===== src/rtl/rr_arb8_enc.sv =====
// 8-requester round-robin arbiter with binary-encoded grant (gnt_idx + gnt_en).
// Optional forced release after TIMEOUT grant cycles when ARB_TIMEOUT_EN is defined.
module rr_arb8_enc #(
  parameter int unsigned TIMEOUT = 15
) (
  input  logic       clk,
  input  logic       rst,
  input  logic [7:0] req,
  input  logic       done,
  output logic       gnt_en,
  output logic [2:0] gnt_idx,
  output logic       busy,
  output logic       tout
);

  localparam logic [0:0] IDLE  = 1'b0;
  localparam logic [0:0] GRANT = 1'b1;

  if (TIMEOUT < 1 || TIMEOUT > 255) begin : g_timeout_range_bad
    $error("rr_arb8_enc: TIMEOUT must be in 1..255");
  end

  logic [0:0] state_reg;
  logic [2:0] ptr_reg;
  logic [2:0] gnt_idx_reg;
  logic       tout_reg;

  // Requests rotated so that bit 0 is the requester at the priority pointer.
  logic [7:0] rot_req;

  for (genvar gi = 0; gi < 8; gi++) begin : g_rot
    logic [2:0] src;
    assign src         = ptr_reg + 3'(gi);
    assign rot_req[gi] = req[src];
  end

  logic [2:0] win_offs;
  logic [2:0] winner;
  logic       any_req;

  always_comb begin
    win_offs = 3'd0;
    for (int i = 7; i >= 0; i--) begin
      if (rot_req[i]) win_offs = 3'(i);
    end
  end

  assign any_req = |req;
  assign winner  = ptr_reg + win_offs;

  logic owner_req;
  logic release_std;
  logic expire;

  assign owner_req   = req[gnt_idx_reg];
  assign release_std = done | ~owner_req;

`ifdef ARB_TIMEOUT_EN
  localparam logic [7:0] TO_LAST = 8'(TIMEOUT - 1);

  logic [7:0] cnt_reg;

  assign expire = (cnt_reg == TO_LAST);

  // Counts cycles spent in GRANT; saturates rather than wrapping.
  always_ff @(posedge clk) begin
    if (rst) begin
      cnt_reg <= 8'd0;
    end else if (state_reg == GRANT) begin
      if (cnt_reg != 8'hFF) cnt_reg <= cnt_reg + 8'd1;
    end else begin
      cnt_reg <= 8'd0;
    end
  end
`else
  assign expire = 1'b0;
`endif

  always_ff @(posedge clk) begin
    if (rst) begin
      state_reg   <= IDLE;
      ptr_reg     <= 3'd0;
      gnt_idx_reg <= 3'd0;
      tout_reg    <= 1'b0;
    end else begin
      case (state_reg)
        IDLE: begin
          tout_reg <= 1'b0;
          if (any_req) begin
            state_reg   <= GRANT;
            gnt_idx_reg <= winner;
          end
        end
        GRANT: begin
          if (release_std || expire) begin
            state_reg <= IDLE;
            ptr_reg   <= gnt_idx_reg + 3'd1;
            // A coinciding done/withdrawal makes it an ordinary release.
            tout_reg  <= expire & ~release_std;
          end else begin
            tout_reg <= 1'b0;
          end
        end
        default: begin
          state_reg <= IDLE;
          tout_reg  <= 1'b0;
        end
      endcase
    end
  end

  assign gnt_en  = (state_reg == GRANT);
  assign busy    = gnt_en;
  assign gnt_idx = gnt_idx_reg;
`ifdef ARB_TIMEOUT_EN
  assign tout    = tout_reg;
`else
  assign tout    = 1'b0;
`endif

endmodule


===== config.mk =====
export PLATFORM = sky130hd
export DESIGN_NAME = rr_arb8_enc
export DESIGN_NICKNAME = d
export VERILOG_FILES = /design/src/rtl/rr_arb8_enc.sv
export SDC_FILE = /design/constraint.sdc
export NUM_CORES = 1
export LEC_CHECK = 0
export CORE_UTILIZATION = 30
export CTS_BUF_LIST = sky130_fd_sc_hd__clkbuf_8
export DETAILED_ROUTE_END_ITERATION = 8
export HOLD_SLACK_MARGIN = 0.12
export PLACE_DENSITY_LB_ADDON = 0.15
export SETUP_SLACK_MARGIN = 0.15
export SYNTH_ARGS = -nofsm -noshare
export SYNTH_HDL_FRONTEND = slang
export SYNTH_SLANG_ARGS = --single-unit

===== constraint.sdc =====
create_clock -name clk -period 4.4 [get_ports clk]
set_input_delay 0.66 -clock clk [delete_from_list [all_inputs] [get_ports clk]]
set_output_delay 0.66 -clock clk [all_outputs]
set_load 0.01 [all_outputs]

After elaboration in Yosys (flattened, before gate mapping)
Index checks and enable logic that the tools add are counted.
{"block": "word_totals", "reg_bits": 7, "out_inout_bits": 6}
{"block": "classes", "n_reduce_logical": 3, "add_sub_neg": 9, "n_bitwise": 3, "n_lt_le_gt_ge": 9, "n_mux": 29}
{"operator": "$lt A3 B4 Y1 const B", "n": 9}
{"operator": "$bmux W1 S3", "n": 9}
{"operator": "$mux W3", "n": 8}
{"operator": "$add A3 B3 Y3 const B", "n": 4}
{"operator": "$mux W1", "n": 11}
{"operator": "$reduce_or A8 Y1", "n": 1}
{"operator": "$add A3 B1 Y3 const B", "n": 2}
{"operator": "$add A3 B2 Y3 const B", "n": 2}
{"operator": "$reduce_and A2 Y1", "n": 2}
{"operator": "$add A3 B3 Y3", "n": 1}
{"operator": "$not A1 Y1", "n": 2}
{"operator": "$pmux W1 S2", "n": 1}
{"operator": "$or A1 B1 Y1", "n": 1}

Logic depth before layout (Yosys ltp)
{"block": "logic_depth", "word_depth": 12, "mapped_depth": 15, "depth_no_buf": 13}

Least setup slack after synthesis
OpenSTA, ideal clock, no wires.
{"block": "synth_path", "path_type": "reg-to-reg", "from": "reg ptr_reg[0]", "to": "reg gnt_idx_reg[2] (netlist: gnt_idx[2])", "synth_period_minus_slack_ns": 3.434, "slack_ns": 0.966, "stages_incl_launch_ff": 16, "setup_ns": 0.088, "arrival_time_ns": 3.346, "path_cell_list": "dfxtp_1 > buf_2 > inv_2 > ha_1 > buf_2 > mux2i_1 > mux4_2 > nor3_1 > a211oi_1 > o31ai_1 > o221a_2 > ha_1 > inv_1 > fa_1 > nand3b_1 > a311oi_2"}
{"block": "synth_between", "elab_chain_cells": 12, "elab_cells_between_ends": 32}
{"item": "start, declared", "line_no": "24", "text": "logic [2:0] ptr_reg;"}
{"item": "start signal, assigned", "line_no": "97", "text": "ptr_reg <= gnt_idx_reg + 3'd1;"}
{"item": "$add A3 B3 Y3", "line_no": "33", "text": "assign src = ptr_reg + 3'(gi);"}
{"item": "$bmux W1 S3", "line_no": "34", "text": "assign rot_req[gi] = req[src];"}
{"item": "$mux W1 (not written as such)", "line_no": "34"}
{"item": "$mux W3 (8 in a row)", "line_no": "44", "text": "if (rot_req[i]) win_offs = 3'(i);"}
{"item": "$add A3 B3 Y3 (*)", "line_no": "49", "text": "assign winner = ptr_reg + win_offs;"}
{"item": "end signal, assigned", "line_no": "91", "text": "gnt_idx_reg <= winner;"}
{"item": "end, declared", "line_no": "25", "text": "logic [2:0] gnt_idx_reg;"}
Every way passes the cells marked *; elsewhere a longest branch is shown, timed or not. The select of a mux whose other input is x is not followed.
A chain may end at the register's enable or synchronous reset.

Worst setup path in the final report
{"block": "layout_path", "from": "reg ptr_reg[1]", "to": "reg gnt_idx_reg[2] (netlist: gnt_idx[2])"}
Same word-level chain as after synthesis.

==> run_results.csv <==
group,metric,value,unit
yosys,async_flop_share,0,%
cells_and_area,num_antenna_cells,0,
yosys,synth_compound_area_share,14.2,%
yosys,postSynthNetCount,124,
yosys,syn_inst,108,
flow_run,drv_cap,0,
yosys,synth_adder_area_share,6.86,%
clock_network,h-tree-depth,1,
floorplan,floorplan.die.height,60.3,um
place,placement.io_buffers,15,
clock_network,cts-hold-fix-buffers,0,
cells_and_area,post_route_cells_drive_above_1_share,22.8,%
place,gp_congestion,0.751,
yosys,synth_area_leader_cell,"sky130_fd_sc_hd__mux4_2",
clock_network,post-cts-setup-buffers,0,
sta,layout_worst_path_cycle_share,80.0,%
global_route,grt_usage,15.3,%
yosys,yosysSeqAreaShare,13.7,%
global_route,grt_pass1_wl,4.19,mm
sta,grt_setup_unrepaired,"no",
yosys,synthFlopType,"sky130_fd_sc_hd__dfxtp_1",
drt,drt_drc_violations_left,0,
cells_and_area,fin_nets,140,
yosys,synthDominantCellAreaShare,22.1,%
yosys,synth.area.top_cells,"sky130_fd_sc_hd__mux4_2 22%, sky130_fd_sc_hd__dfxtp_1 14%, sky130_fd_sc_hd__mux2_2 9.9%",
place,dpl.hpwl,1.92,mm
yosys,synth-edff-count,0,
worst_setup_path,endpoint_kind,"flip-flop",
sta,fmaxAchievable,284,MHz
floorplan,die_area,0.00364,sq mm
worst_setup_path,cpPeakStageDelay,0.63,ns
clock_network,clk_root_buffer_cell,"sky130_fd_sc_hd__clkbuf_8",
yosys,ys_ff_latch,7,
drt,viasPerCell,5.14,
yosys,synth.area.mux_share,42.4,%
yosys,synthSimpleGateAreaFrac,14.8,%
cells_and_area,layout.cells.most_common_list,"15 x sky130_fd_sc_hd__clkdlybuf4s50_1, 13 x sky130_fd_sc_hd__nor2_1, 10 x sky130_fd_sc_hd__mux4_2, 9 x sky130_fd_sc_hd__mux2_2, 7 x sky130_fd_sc_hd__dfxtp_1",
clock_network,clk_transition_reported_paths,0.04,ns
cells_and_area,synthToLayoutAreaGrowth,22.4,%
cells_and_area,fillerInstances,312,
cells_and_area,layout.cells.most_common,"sky130_fd_sc_hd__clkdlybuf4s50_1",
yosys,synth_top_family_by_area,"multiplexers",
yosys,netlist-cell-type-count,34,
run_status,status,"complete, no violations",
sta,final_hold_vio_count,0,
drt,highest_layer,"met3",
worst_setup_path,cp_data_arrival_time,3.66,ns
cells_and_area,filler_free_cell_count_of_the_finished_design,167,
floorplan,io_pins,17,
sta,timing.final.max_slew_violations,0,
power_and_ir_drop,pwr_density_cell,412,mW/mm^2
drt,met1_length,1.13,mm
sta,tightest_slew,0.505,ns
global_route,globalRouteOverflowTotal,0,
sta,fin_crit,3.52,ns
drt,detailedRoute.firstIterationViolations,31,
hold_path,min_path_type,"reg2reg",
yosys,syn-cell-area,0.00102,sq mm
worst_setup_path,cp-start-kind,"flip-flop",
sta,setup-tns-final,0,ns
floorplan,floorplan.die.width,60.3,um
power_and_ir_drop,ir_drop,143,uV
drt,postRouteWirelength,2.36,mm
drt,met2_length,1.12,mm
global_route,maximum_number_of_pins_on_one_net_before_global_route_repair,14,
worst_setup_path,crit_buf_inv,2,
floorplan,initial_core_util,32.6,%
sta,final_critical_path_setup_slack,0.881,ns
place,numPlacedInstances,163,
cells_and_area,fin_util,40.0,%
global_route,antenna_found_initial,0,
sta,finalSetupViolations,0,
worst_setup_path,timing.setup.critical_path_class,"reg2reg",
drt,detail_route.first_pass.iterations,4,
clock_network,cts-buffers-inserted,3,
global_route,grt_pass1_vias,842,
clock_network,clock-sinks,7,
power_and_ir_drop,p_total,514,uW
worst_setup_path,cpMaxStageDelayCell,"sky130_fd_sc_hd__ha_1",
place,place_ws,0.842,ns
yosys,synthesis.yosys.warnings,0,
worst_setup_path,cp_cell_sequence,"inv_1 -> ha_1 -> mux2i_1 -> mux4_2 -> nor3_1 -> a211oi_1 -> o31ai_1 -> o221a_2 -> ha_1 -> inv_1 -> fa_1 -> nand3b_1 -> a311oi_2",
drt,dr_wl_met3,102,um
clock_network,clockBufferDepth,2,
drt,wl_per_cell,14.1,um
floorplan,num_rows,20,
sta,maxSlewHeadroom,66.4,%
clock_network,cts_resized,0,
power_and_ir_drop,cellLeakagePower,0.000448,uW
floorplan,design.core.area,0.00313,sq mm
worst_setup_path,critical_path_peak_fanout,12,
drt,routed-via-count,858,
yosys,synth_area_per_cell,9.45,sq um
worst_setup_path,required,4.54,ns
sta,fin_skew,0.00373,ns
clock_network,clk_lat_worst_skew,0.23,ns
clock_network,clock_tree_from_tritoncts,"yes",
yosys,synth_xor_area_share,2.57,%
worst_setup_path,crit_family,"adder cells",
drt,route.antenna.remaining_nets,0,
## area by class of cell
class / instances / area [sq um] / area share [%]
clock buffers: 3 / 41.3 / 3.30
clock inverters: 1 / 3.75 / 0.300
inverters: 6 / 22.5 / 1.80
multi-input cells: 90 / 830 / 66.4
flip-flops and latches: 7 / 140 / 11.2
well taps: 44 / 55.1 / 4.40
repair buffers: 16 / 158 / 12.6
## power breakdown
group / switching (uW) / total, uW / leakage (uW) / internal, uW
registers: 23.3 / 101 / 0.0000578 / 77.5
clock network: 27.9 / 88.3 / 0.0000269 / 60.3
logic: 148 / 325 / 0.000363 / 177
total: 200 / 514 / 0.000448 / 315
## final timing paths
| kind | startpoint | to | slack, ns | cells past startpoint |
|---|---|---|---|---|
| hold / removal | ptr_reg[1]$_SDFFE_PP0P_ | ptr_reg[1]$_SDFFE_PP0P_ | 0.53 | 2 |
| setup reg to reg | ptr_reg[1]$_SDFFE_PP0P_ | gnt_idx[2]$_SDFFE_PP0P_ | 0.88 | 13 |
| hold reg to reg | ptr_reg[1]$_SDFFE_PP0P_ | ptr_reg[1]$_SDFFE_PP0P_ | 0.53 | 2 |
| setup / recovery | ptr_reg[1]$_SDFFE_PP0P_ | gnt_idx[2]$_SDFFE_PP0P_ | 0.88 | 13 |
## routing by layer
| metal | vias to the layer above | global-route usage, % |
|---|---|---|
| met5 | - | 0 |
| met4 | 0 | 4.98 |
| met3 | 0 | 1.49 |
| met2 | 22 | 24.3 |
| met1 | 402 | 21.8 |
| li1 | 434 | - |
## worst register-to-register path, stage by stage, from the launching register on
cell	delay, ns
sky130_fd_sc_hd__dfxtp_1	0.41
sky130_fd_sc_hd__inv_1	0.15
sky130_fd_sc_hd__ha_1	0.63
sky130_fd_sc_hd__mux2i_1	0.18
sky130_fd_sc_hd__mux4_2	0.51
sky130_fd_sc_hd__nor3_1	0.16
sky130_fd_sc_hd__a211oi_1	0.07
sky130_fd_sc_hd__o31ai_1	0.19
sky130_fd_sc_hd__o221a_2	0.21
sky130_fd_sc_hd__ha_1	0.13
sky130_fd_sc_hd__inv_1	0.04
sky130_fd_sc_hd__fa_1	0.36
sky130_fd_sc_hd__nand3b_1	0.18
sky130_fd_sc_hd__a311oi_2	0.23
## logic make-up (layout without fill, tap and decap cells)
kind of cell / after synthesis / in the layout
compound gates: 21 / 21
xor+xnor: 3 / 3
fa+ha+maj: 5 / 5
buf+inv: 11 / 26
flops: 7 / 7
mux: 29 / 29
other cells: 1 / 1
simple gates: 31 / 31
## stage by stage
stage          hold slack [ns]  instance area [sq um]
6_report                 0.532                   1250
4_1_cts                  0.535                   1250
3_3_place_gp             0.515                   1200
3_5_place_dp             0.525                   1200
5_1_grt                  0.550                   1250
2_1_floorplan            0.481                   1020
## synth_stat cells, drive strengths merged, types with 2 or more instances
cell     n
nand2    6
nor2    13
nor3     2
a21oi    6
a211oi   3
mux4    10
buf      4
ha       4
mux2    14
inv      6
mux2i    5
xor2     3
nand2b   4
o21ai    3
o22ai    3
nor4     3
dfxtp    7
(Power assumes the default switching activity.)
